<file path="src/rtl/apb_master_arbiter_pkg.sv">
// ============================================================================
// apb_master_arbiter_pkg : state encodings, default widths and helpers
// Revision: 1.0
// ============================================================================
`default_nettype none

package apb_master_arbiter_pkg;

  localparam int c_DEF_NUM_MST = 2;
  localparam int c_DEF_NUM_SLV = 4;
  localparam int c_DEF_AW      = 16;
  localparam int c_DEF_DW      = 32;

  typedef enum logic [1:0] {
    ST_IDLE   = 2'd0,
    ST_SETUP  = 2'd1,
    ST_ACCESS = 2'd2,
    ST_DONE   = 2'd3
  } state_t;

  function automatic int unsigned rr_next(input int unsigned cur, input int unsigned n);
    return (cur + 1 >= n) ? 0 : cur + 1;
  endfunction

endpackage

`default_nettype wire

</file>
<file path="src/rtl/apb_master_arbiter_if.sv">
// ============================================================================
// apb_master_arbiter_if : upstream master buses and shared slave-side bus
// Revision: 1.0
// ============================================================================
`default_nettype none

interface apb_master_arbiter_if
  import apb_master_arbiter_pkg::*;
#(
  parameter int NUM_MST = c_DEF_NUM_MST,
  parameter int NUM_SLV = c_DEF_NUM_SLV,
  parameter int AW      = c_DEF_AW,
  parameter int DW      = c_DEF_DW
);
  logic [NUM_MST*NUM_SLV-1:0] iPSEL;
  logic [NUM_MST-1:0]         iPENABLE;
  logic [NUM_MST-1:0]         iPWRITE;
  logic [NUM_MST*AW-1:0]      iPADDR;
  logic [NUM_MST*DW-1:0]      iPWDATA;
  logic [DW-1:0]              oPRDATA;
  logic [NUM_MST-1:0]         oPREADY;
  logic [NUM_SLV-1:0]         oPSEL;
  logic                       oPENABLE;
  logic                       oPWRITE;
  logic [AW-1:0]              oPADDR;
  logic [DW-1:0]              oPWDATA;
  logic [DW-1:0]              iPRDATA;
  logic                       iPREADY;
  logic [NUM_MST-1:0]         oGrant;

  modport slave (
    input  iPSEL, iPENABLE, iPWRITE, iPADDR, iPWDATA, iPRDATA, iPREADY,
    output oPRDATA, oPREADY, oPSEL, oPENABLE, oPWRITE, oPADDR, oPWDATA, oGrant
  );

  modport master (
    output iPSEL, iPENABLE, iPWRITE, iPADDR, iPWDATA, iPRDATA, iPREADY,
    input  oPRDATA, oPREADY, oPSEL, oPENABLE, oPWRITE, oPADDR, oPWDATA, oGrant
  );

endinterface

`default_nettype wire

</file>
<file path="src/rtl/apb_master_arbiter_rr.sv">
// ============================================================================
// apb_rr_arbiter : combinational round-robin pick, first requester at/after ptr
// Revision: 1.0
// ============================================================================
`default_nettype none

module apb_rr_arbiter #(
  parameter int N  = 2,
  parameter int PW = 1
) (
  input  logic [N-1:0]  req_i,
  input  logic [PW-1:0] ptr_i,
  input  logic          en_i,
  output logic [N-1:0]  gnt_o
);
  localparam int IW = (N > 1) ? $clog2(N) : 1;

  int idx;

  // Scan farthest-to-nearest so the requester closest to ptr is written last.
  always_comb begin
    gnt_o = '0;
    idx   = 0;
    if (en_i) begin
      for (int k = N - 1; k >= 0; k--) begin
        idx = (int'(ptr_i) + k) % N;
        if (req_i[idx[IW-1:0]]) begin
          gnt_o = N'(1) << idx;
        end
      end
    end
  end

endmodule

`default_nettype wire

</file>
<file path="src/rtl/apb_master_arbiter.sv">
// ============================================================================
// apb_master_arbiter : round-robin sharing of one APB slave fabric by NUM_MST
// masters; each granted transfer is re-timed as a fresh setup/access sequence.
// Revision: 1.0
// ============================================================================
`default_nettype none

module apb_master_arbiter
  import apb_master_arbiter_pkg::*;
#(
  parameter int NUM_MST = c_DEF_NUM_MST,
  parameter int NUM_SLV = c_DEF_NUM_SLV,
  parameter int AW      = c_DEF_AW,
  parameter int DW      = c_DEF_DW
) (
  input  logic                 iClk,
  input  logic                 iRsn,
  apb_master_arbiter_if.slave  bus
);
  localparam int PW = (NUM_MST > 1) ? $clog2(NUM_MST) : 1;

  state_t             state_q;
  logic [PW-1:0]      ptr_q;
  logic [PW-1:0]      owner_q;
  logic [NUM_MST-1:0] grant_q;
  logic [NUM_MST-1:0] pready_q;
  logic [NUM_SLV-1:0] psel_q;
  logic               penable_q;
  logic               pwrite_q;
  logic [AW-1:0]      paddr_q;
  logic [DW-1:0]      pwdata_q;
  logic [DW-1:0]      prdata_q;

  logic [NUM_MST-1:0] w_req;
  logic [NUM_MST-1:0] w_gnt;
  logic [PW-1:0]      w_gnt_idx;
  logic [NUM_SLV-1:0] w_psel;
  logic               w_pwrite;
  logic [AW-1:0]      w_paddr;
  logic [DW-1:0]      w_pwdata;
  logic [PW-1:0]      ptr_d;

  generate
    for (genvar m = 0; m < NUM_MST; m++) begin : g_req
      assign w_req[m] = |bus.iPSEL[m*NUM_SLV +: NUM_SLV];
    end
  endgenerate

  apb_rr_arbiter #(
    .N  (NUM_MST),
    .PW (PW)
  ) u_rr (
    .req_i (w_req),
    .ptr_i (ptr_q),
    .en_i  (state_q == ST_IDLE),
    .gnt_o (w_gnt)
  );

  always_comb begin
    w_gnt_idx = '0;
    w_psel    = '0;
    w_pwrite  = 1'b0;
    w_paddr   = '0;
    w_pwdata  = '0;
    for (int m = 0; m < NUM_MST; m++) begin
      if (w_gnt[m]) begin
        w_gnt_idx = PW'(m);
        w_psel    = bus.iPSEL[m*NUM_SLV +: NUM_SLV];
        w_pwrite  = bus.iPWRITE[m];
        w_paddr   = bus.iPADDR[m*AW +: AW];
        w_pwdata  = bus.iPWDATA[m*DW +: DW];
      end
    end
  end

  assign ptr_d = PW'(rr_next(32'(owner_q), NUM_MST));

  // Upstream signals are sampled only at capture; everything after that
  // comes from the captured registers, so owner-side changes are ignored.
  always_ff @(posedge iClk or negedge iRsn) begin
    if (!iRsn) begin
      state_q   <= ST_IDLE;
      ptr_q     <= '0;
      owner_q   <= '0;
      grant_q   <= '0;
      pready_q  <= '0;
      psel_q    <= '0;
      penable_q <= 1'b0;
      pwrite_q  <= 1'b0;
      paddr_q   <= '0;
      pwdata_q  <= '0;
      prdata_q  <= '0;
    end else begin
      case (state_q)
        ST_IDLE: begin
          if (|w_gnt) begin
            owner_q  <= w_gnt_idx;
            grant_q  <= w_gnt;
            psel_q   <= w_psel;
            pwrite_q <= w_pwrite;
            paddr_q  <= w_paddr;
            pwdata_q <= w_pwdata;
            state_q  <= ST_SETUP;
          end
        end
        ST_SETUP: begin
          penable_q <= 1'b1;
          state_q   <= ST_ACCESS;
        end
        ST_ACCESS: begin
          if (bus.iPREADY) begin
            penable_q <= 1'b0;
            psel_q    <= '0;
            prdata_q  <= bus.iPRDATA;
            pready_q  <= grant_q;
            state_q   <= ST_DONE;
          end
        end
        ST_DONE: begin
          pready_q <= '0;
          grant_q  <= '0;
          ptr_q    <= ptr_d;
          state_q  <= ST_IDLE;
        end
        default: state_q <= ST_IDLE;
      endcase
    end
  end

  assign bus.oPSEL    = psel_q;
  assign bus.oPENABLE = penable_q;
  assign bus.oPWRITE  = pwrite_q;
  assign bus.oPADDR   = paddr_q;
  assign bus.oPWDATA  = pwdata_q;
  assign bus.oPRDATA  = prdata_q;
  assign bus.oPREADY  = pready_q;
  assign bus.oGrant   = grant_q;

endmodule

`default_nettype wire

</file>
<file path="src/flat_wrapper.sv">
// flat-port wrapper written by rule: the top's interface ports become plain ports
module apb_master_arbiter_flat import apb_master_arbiter_pkg::*;
#(
  parameter int NUM_MST = c_DEF_NUM_MST,
  parameter int NUM_SLV = c_DEF_NUM_SLV,
  parameter int AW      = c_DEF_AW,
  parameter int DW      = c_DEF_DW
)
  (iClk, iRsn, bus_iPSEL, bus_iPENABLE, bus_iPWRITE, bus_iPADDR, bus_iPWDATA, bus_iPRDATA, bus_iPREADY, bus_oPRDATA, bus_oPREADY, bus_oPSEL, bus_oPENABLE, bus_oPWRITE, bus_oPADDR, bus_oPWDATA, bus_oGrant);
  apb_master_arbiter_if #(.NUM_MST(NUM_MST), .NUM_SLV(NUM_SLV), .AW(AW), .DW(DW)) bus_i ();
  input  logic iClk;
  input  logic iRsn;
  input wire logic [$bits(bus_i.iPSEL)-1:0] bus_iPSEL;
  input wire logic [$bits(bus_i.iPENABLE)-1:0] bus_iPENABLE;
  input wire logic [$bits(bus_i.iPWRITE)-1:0] bus_iPWRITE;
  input wire logic [$bits(bus_i.iPADDR)-1:0] bus_iPADDR;
  input wire logic [$bits(bus_i.iPWDATA)-1:0] bus_iPWDATA;
  input wire logic [$bits(bus_i.iPRDATA)-1:0] bus_iPRDATA;
  input wire logic [$bits(bus_i.iPREADY)-1:0] bus_iPREADY;
  output wire logic [$bits(bus_i.oPRDATA)-1:0] bus_oPRDATA;
  output wire logic [$bits(bus_i.oPREADY)-1:0] bus_oPREADY;
  output wire logic [$bits(bus_i.oPSEL)-1:0] bus_oPSEL;
  output wire logic [$bits(bus_i.oPENABLE)-1:0] bus_oPENABLE;
  output wire logic [$bits(bus_i.oPWRITE)-1:0] bus_oPWRITE;
  output wire logic [$bits(bus_i.oPADDR)-1:0] bus_oPADDR;
  output wire logic [$bits(bus_i.oPWDATA)-1:0] bus_oPWDATA;
  output wire logic [$bits(bus_i.oGrant)-1:0] bus_oGrant;
  assign bus_i.iPSEL = bus_iPSEL;
  assign bus_i.iPENABLE = bus_iPENABLE;
  assign bus_i.iPWRITE = bus_iPWRITE;
  assign bus_i.iPADDR = bus_iPADDR;
  assign bus_i.iPWDATA = bus_iPWDATA;
  assign bus_i.iPRDATA = bus_iPRDATA;
  assign bus_i.iPREADY = bus_iPREADY;
  assign bus_oPRDATA = bus_i.oPRDATA;
  assign bus_oPREADY = bus_i.oPREADY;
  assign bus_oPSEL = bus_i.oPSEL;
  assign bus_oPENABLE = bus_i.oPENABLE;
  assign bus_oPWRITE = bus_i.oPWRITE;
  assign bus_oPADDR = bus_i.oPADDR;
  assign bus_oPWDATA = bus_i.oPWDATA;
  assign bus_oGrant = bus_i.oGrant;
  apb_master_arbiter #(.NUM_MST(NUM_MST), .NUM_SLV(NUM_SLV), .AW(AW), .DW(DW)) u_core (.iClk(iClk), .iRsn(iRsn), .bus(bus_i));
endmodule
</file>
<file path="config.mk">
export PLATFORM = sky130hd
export DESIGN_NAME = apb_master_arbiter_flat
export DESIGN_NICKNAME = d
export VERILOG_FILES = /design/src/rtl/apb_master_arbiter_pkg.sv /design/src/rtl/apb_master_arbiter_if.sv /design/src/rtl/apb_master_arbiter_rr.sv /design/src/rtl/apb_master_arbiter.sv /design/src/flat_wrapper.sv
export SDC_FILE = /design/constraint.sdc
export NUM_CORES = 1
export LEC_CHECK = 0
export CAP_MARGIN = 20
export CORE_ASPECT_RATIO = 1.2
export CORE_MARGIN = 2
export CORE_UTILIZATION = 43
export DETAILED_ROUTE_END_ITERATION = 12
export PLACE_DENSITY = 0.91
export SLEW_MARGIN = 20
export SYNTH_ARGS = -nofsm -noshare
export SYNTH_HDL_FRONTEND = slang
export SYNTH_SLANG_ARGS = --single-unit
export TNS_END_PERCENT = 1
</file>
<file path="constraint.sdc">
create_clock -name iClk -period 3.4 [get_ports iClk]
set_input_delay 0.68 -clock iClk [delete_from_list [all_inputs] [get_ports iClk]]
set_output_delay 0.68 -clock iClk [all_outputs]
set_load 0.02 [all_outputs]
</file>
[Yosys cells after proc, flatten, opt, wreduce, memory -nomap -nowiden]
Cells that the tools add are included.
Cells by class
  add/sub/neg operators: 2
  magnitude comparators: 3
  shift-type cells: 2
  mux-type cells: 29
  eq/ne operators: 5
  bitwise operators: 1
  reduce and logical (&&, ||, !) cells: 15
Operators by type and width (count)
  32-bit two-way mux: 2
  16-bit two-way mux: 2
  1-bit by 32-bit << shifter with 2-bit output (first input constant): 1
  4-bit two-way mux: 4
  2-bit two-way mux: 7
  2-bit AND reduction: 6
  1-bit two-way mux: 9
  2-bit case mux with 2 select lines: 2
  2-bit case mux with 4 select lines: 1
  4-bit case mux with 2 select lines: 1
  2-bit nonzero test: 4
  4-bit OR reduction: 2
  2-bit equality test (second input constant): 2
  1-bit by 2-bit < comparator with 1-bit output (second input constant): 2
  3-bit AND reduction: 1
  1-bit by 1-bit adder with 2-bit output (second input constant): 1
  2-bit by 1-bit equality test with 1-bit output (second input constant): 1
  2-bit >= comparator (second input constant): 1
  2-bit zero test: 1
  2-bit by 1-bit inequality test with 1-bit output (second input constant): 1
  2-bit inequality test (second input constant): 1
  1-bit case mux with 2 select lines: 1
  2-bit OR reduction: 1
  1-bit by 1-bit << shifter with 2-bit output (first input constant): 1
  other kinds (2): 2
Storage, ports and cells
  bits of input ports: 143
  register bits after elaboration: 94
  word-level logic and storage cells: 68

[Longest topological paths before layout]
  word-level depth: 10
  gate-level depth with buffers: 8
  mapped depth without buffers: 6

[Cells and area by module]
Synthesis repeated with hierarchy kept, for this count alone.
Second synthesis, totals
  cell total of the unflattened synthesis: 416
  area, all modules: 4468.0 um^2
By module, submodules not included
  apb_master_arbiter: times used 1, cells an instance 411, area each 4446.8 um^2
  apb_rr_arbiter: times used 1, cells an instance 5, area each 21.3 um^2

[Least setup slack after synthesis]
Ideal clock, no wire load.
  kind: input to register
  start: input port bus_iPSEL[5]
  end: register u_core.paddr_q[10], in the netlist u_core.bus.oPADDR[10]
  required time: 3276 ps
  setup slack: 1295 ps
  stages on the path: 6
  arrival: 1981 ps
  cells stage by stage: or4_4 > o211a_1 > buf_6 > buf_6 > a221oi_2 > nor2_1
On the way
  word-level cells in the longest chain between the ends: 8
  elaborated cells between the ends (all ways): 12
  those cells by class: 9 x mux; 3 x reduce/logical
Ends and longest elaborated chain
  start, declared: RTL line flat_wrapper.sv:13  | input wire logic [$bits(bus_i.iPSEL)-1:0] bus_iPSEL;
  4-bit OR reduction *: RTL line apb_master_arbiter.sv:45  | assign w_req[m] = |bus.iPSEL[m*NUM_SLV +: NUM_SLV];
  1-bit two-way mux (not written as such) (2 in a row): RTL line apb_master_arbiter_rr.sv:27  | if (req_i[idx[IW-1:0]]) begin
  2-bit two-way mux: RTL line apb_master_arbiter_rr.sv:27
  2-bit two-way mux *: RTL line apb_master_arbiter_rr.sv:27
  2-bit two-way mux *: RTL line apb_master_arbiter_rr.sv:24  | if (en_i) begin
  16-bit two-way mux / 2-bit OR reduction (equally long branches): RTL line apb_master_arbiter.sv:66, apb_master_arbiter.sv:96
  16-bit two-way mux / 2-bit AND reduction (equally long branches)
  end signal, assigned: RTL line apb_master_arbiter.sv:101  | paddr_q <= w_paddr;
  end, declared: RTL line apb_master_arbiter.sv:30  | logic [AW-1:0] paddr_q;
Mark *: on every way between the ends. The rest lies on a longest branch, timed or not. The select of a mux whose other input is x is not followed.
A chain may end at the register's enable or synchronous reset.

[Worst setup path after layout]
  start: input port bus_iPSEL[6]
  end: register u_core.pwdata_q[17], in the netlist u_core.bus.oPWDATA[17]
On the way
  word-level cells in the longest chain between the ends: 8
  elaborated cells between the ends (all ways): 12
  those cells by class: 9 x mux; 3 x reduce/logical
Ends and longest elaborated chain
  4-bit OR reduction *: RTL line apb_master_arbiter.sv:45
  1-bit two-way mux (not written as such) (2 in a row): RTL line apb_master_arbiter_rr.sv:27
  2-bit two-way mux: RTL line apb_master_arbiter_rr.sv:27
  2-bit two-way mux *: RTL line apb_master_arbiter_rr.sv:27
  2-bit two-way mux *: RTL line apb_master_arbiter_rr.sv:24
  32-bit two-way mux / 2-bit OR reduction (equally long branches): RTL line apb_master_arbiter.sv:66, apb_master_arbiter.sv:96
  32-bit two-way mux / 2-bit AND reduction (equally long branches)
  end signal, assigned: RTL line apb_master_arbiter.sv:102  | pwdata_q <= w_pwdata;
  end, declared: RTL line apb_master_arbiter.sv:31  | logic [DW-1:0] pwdata_q;
Marked as above.

==> out/metrics.csv <==
stage;metric;value;unit
sta;whs;389.9;ps
sta;final-setup-viol-count;0;
clock_tree;postCtsSetupBuffers;0;
drt;wl;12.95;mm
drt;drtIter0Drc;107;
drt;ant_nets;0;
floorplanning;die_y;114.9;um
floorplanning;die_x;96.45;um
finish;fin_nets;725;
floorplanning;rows;40;
synthesis;synth_seq_cells;94;
worst_setup_path;reg2reg_depth;7;
min_path;min_path_type;input pin to async pin;
pwr;p_leak;2.997;nW
clock_tree;cts.repair.resized;0;
worst_setup_path;path_class;input pin to flip-flop;
global_route;grt_max_degree;95;
sta;rsz0062_at_grt;no;
sta;fmax;404.4;MHz
synthesis;synth-async-reset-ratio;100.0;%
sta;skew;9.783;ps
clock_tree;cts_tree;yes;
clock_tree;clockBufferDepth;2;
synthesis;syn_area;4410;sq um
worst_setup_path;path_max_fanout;30;
synthesis;syn_avg_cell_area;12.46;sq um
sta;post-route-period-util;72.73;%
clock_tree;clkSinkCount;94;
worst_setup_path;rr_endpoint;u_core.bus.oPWDATA[17];
global_route;grt_pass1_wl;19.69;mm
worst_setup_path;cp-start-kind;input pin;
sta;worst_pin_slew;848.2;ps
worst_setup_path;worst-endpoint-arrival;2740;ps
finish;stdcell_count;708;
sta;fin_ws;927.3;ps
floorplanning;start_util;44.06;%
sta;finalHoldViolCount;0;
drt;first_pass_iters;4;
drt;routedWlPerCell;18.28;um
clock_tree;path_clk_slew;70;ps
placement;port-buffer-count;230;
clock_tree;htreeDepth;3;
clock_tree;cts_hold_buf;0;
outcome;status;finished, final reports clean;
synthesis;synth_cell_types;25;
synthesis;yosys_warnings;0;
sta;fin_crit;2473;ps
global_route;gr-usage-all-layers;23.42;%
worst_setup_path;required;3670;ps
floorplanning;die_area;11090;sq um
synthesis;ys.flop_type;dfrtp_1;
placement;place_inst;692;
clock_tree;cts_buffers;9;
sta;max_slew_margin;43.45;%
synthesis;synth_edf_count;0;
synthesis;synthCells;354;
worst_setup_path;critical_path.max_stage_delay;690;ps
worst_setup_path;startpoint;bus_iPSEL[6];
clock_tree;cts_root_buf;clkbuf_16;
global_route;grt-ovfl-total;0;
worst_setup_path;r2r_setup_slack;1310;ps
finish;diodes;0;
flow_run;cap_violations;0;
global_route;grt_antenna_before_repair;0;
clock_tree;clkLatencyLatePin;340;ps
sta;maxSlewViolCount;0;
floorplanning;ioPinCount;233;
placement;pre_cts_ws;563.2;ps
finish;drive_gt1_share;19.24;%
worst_setup_path;cp_slowest_cell;nor4_1;
floorplanning;core;10010;sq um
placement;gp_congestion;0.7626;
pwr;p_per_area;982.8;nW/um^2
worst_setup_path;path_cells;clkdlybuf4s50_1, nor4_1, a21o_2, buf_4, a221oi_2, nor2_1;
drt;vias;3735;
worst_setup_path;end_kind;flip-flop;
drt;drc;0;
sta;fin_tns_setup;0;ps
worst_setup_path;r2r-start;u_core.state_q[0];
drt;via_per_inst;5.275;
pwr;ir_drop;1067;uV
placement;place_hpwl;9.792;mm
synthesis;ys_seq_area_share;53.33;%
global_route;grt_pass1_vias;4044;
finish;area_delta_synth_final;60.23;%
synthesis;synthesis.nets;502;
routing by layer:
layer / share of wire, % / GRT usage [%]
met5: 0 / 0
met4: 2.6 / 10.33
met3: 6.9 / 5.701
met2: 56 / 43.66
met1: 35 / 24.42
through the flow:
stage | util (%) | total power [W] | area (sq um)
3_5_place_dp | 67.58 | 0.005970 | 6764
5_1_grt | 70.60 | 0.007357 | 7067
6_report | 70.60 | 0.006945 | 7067
3_3_place_gp | 67.54 | 0.005793 | 6760
2_1_floorplan | - | 0.004307 | 4410
4_1_cts | 70.60 | 0.007014 | 7067
worst max path at each step:
stage / to
global placement: u_core.bus.oPWDATA[18]
floorplan: u_core.bus.oPADDR[10]
global route: u_core.bus.oPADDR[4]
CTS: u_core.bus.oPADDR[4]
detailed placement: u_core.bus.oPWDATA[17]
finish: u_core.bus.oPWDATA[17]
worst max-delay path: cells and delay by family:
kind            cells  cell delay [ps]
buf+inv             2              880
simple gates        2              840
compound gates      2              320
layout make-up:
class / instances / area, sq um
well taps: 126 / 157.7
fillers: 710 / 2943
multi-input cells: 230 / 1876
repair buffers: 238 / 2364
clock buffers: 10 / 229.0
clock inverters: 6 / 73.82
inverters: 4 / 15.01
flip-flops and latches: 94 / 2352
power breakdown:
group	switching [W]	internal, W
logic	0.00207	0.00183
clock network	0.000451	0.000584
registers	0.000313	0.00170
Yosys cell counts (all sizes together) (4+ instances only):
cell,count,area [sq um]
a221oi,49,735.7
inv,4,15.01
mux2,33,371.6
ha,5,62.56
nor2,105,394.1
a21oi,6,30.03
clkbuf,6,22.52
a22o,4,35.03
dfrtp,94,2352
buf,20,165.2
nor2b,5,31.28
a221o,4,40.04
and3,5,31.28
nand2,4,15.01
cell families (layout without fill, tap and decap cells):
kind of cell | count (synthesis) | after routing | share of synthesized area [%]
and+or+nand+nor | 123 | 123 | 11.72
DFF | 94 | 94 | 53.33
AOI/OAI and AO/OA | 69 | 69 | 20.51
muxes | 33 | 33 | 8.426
buffers and inverters | 30 | 258 | 4.596
adders and majority gates | 5 | 5 | 1.418
flip-flops by register name, summed over array words and instances, names as in the netlist:
| register | cells |
|---|---|
| u_core.ptr_q | 1 |
| u_core.bus.oPWRITE | 1 |
| u_core.bus.oPREADY | 2 |
| u_core.state_q | 2 |
| u_core.bus.oPENABLE | 1 |
| u_core.bus.oPRDATA | 32 |
| u_core.bus.oGrant | 2 |
| u_core.bus.oPADDR | 16 |
| u_core.owner_q | 1 |
| u_core.bus.oPSEL | 4 |
| u_core.bus.oPWDATA | 32 |
layout by cell type (no fill, tap or decap), drive strengths merged, types with 4 or more instances in the layout:
cell type	instances
nor2b	5
a21oi	6
and3	5
a221o	4
clkbuf	10
ha	5
a221oi	49
nor2	105
clkdlybuf4s50	229
nand2	4
inv	9
mux2	33
dfrtp	94
a22o	4
buf	9
Power figures use the tool's default switching activity.
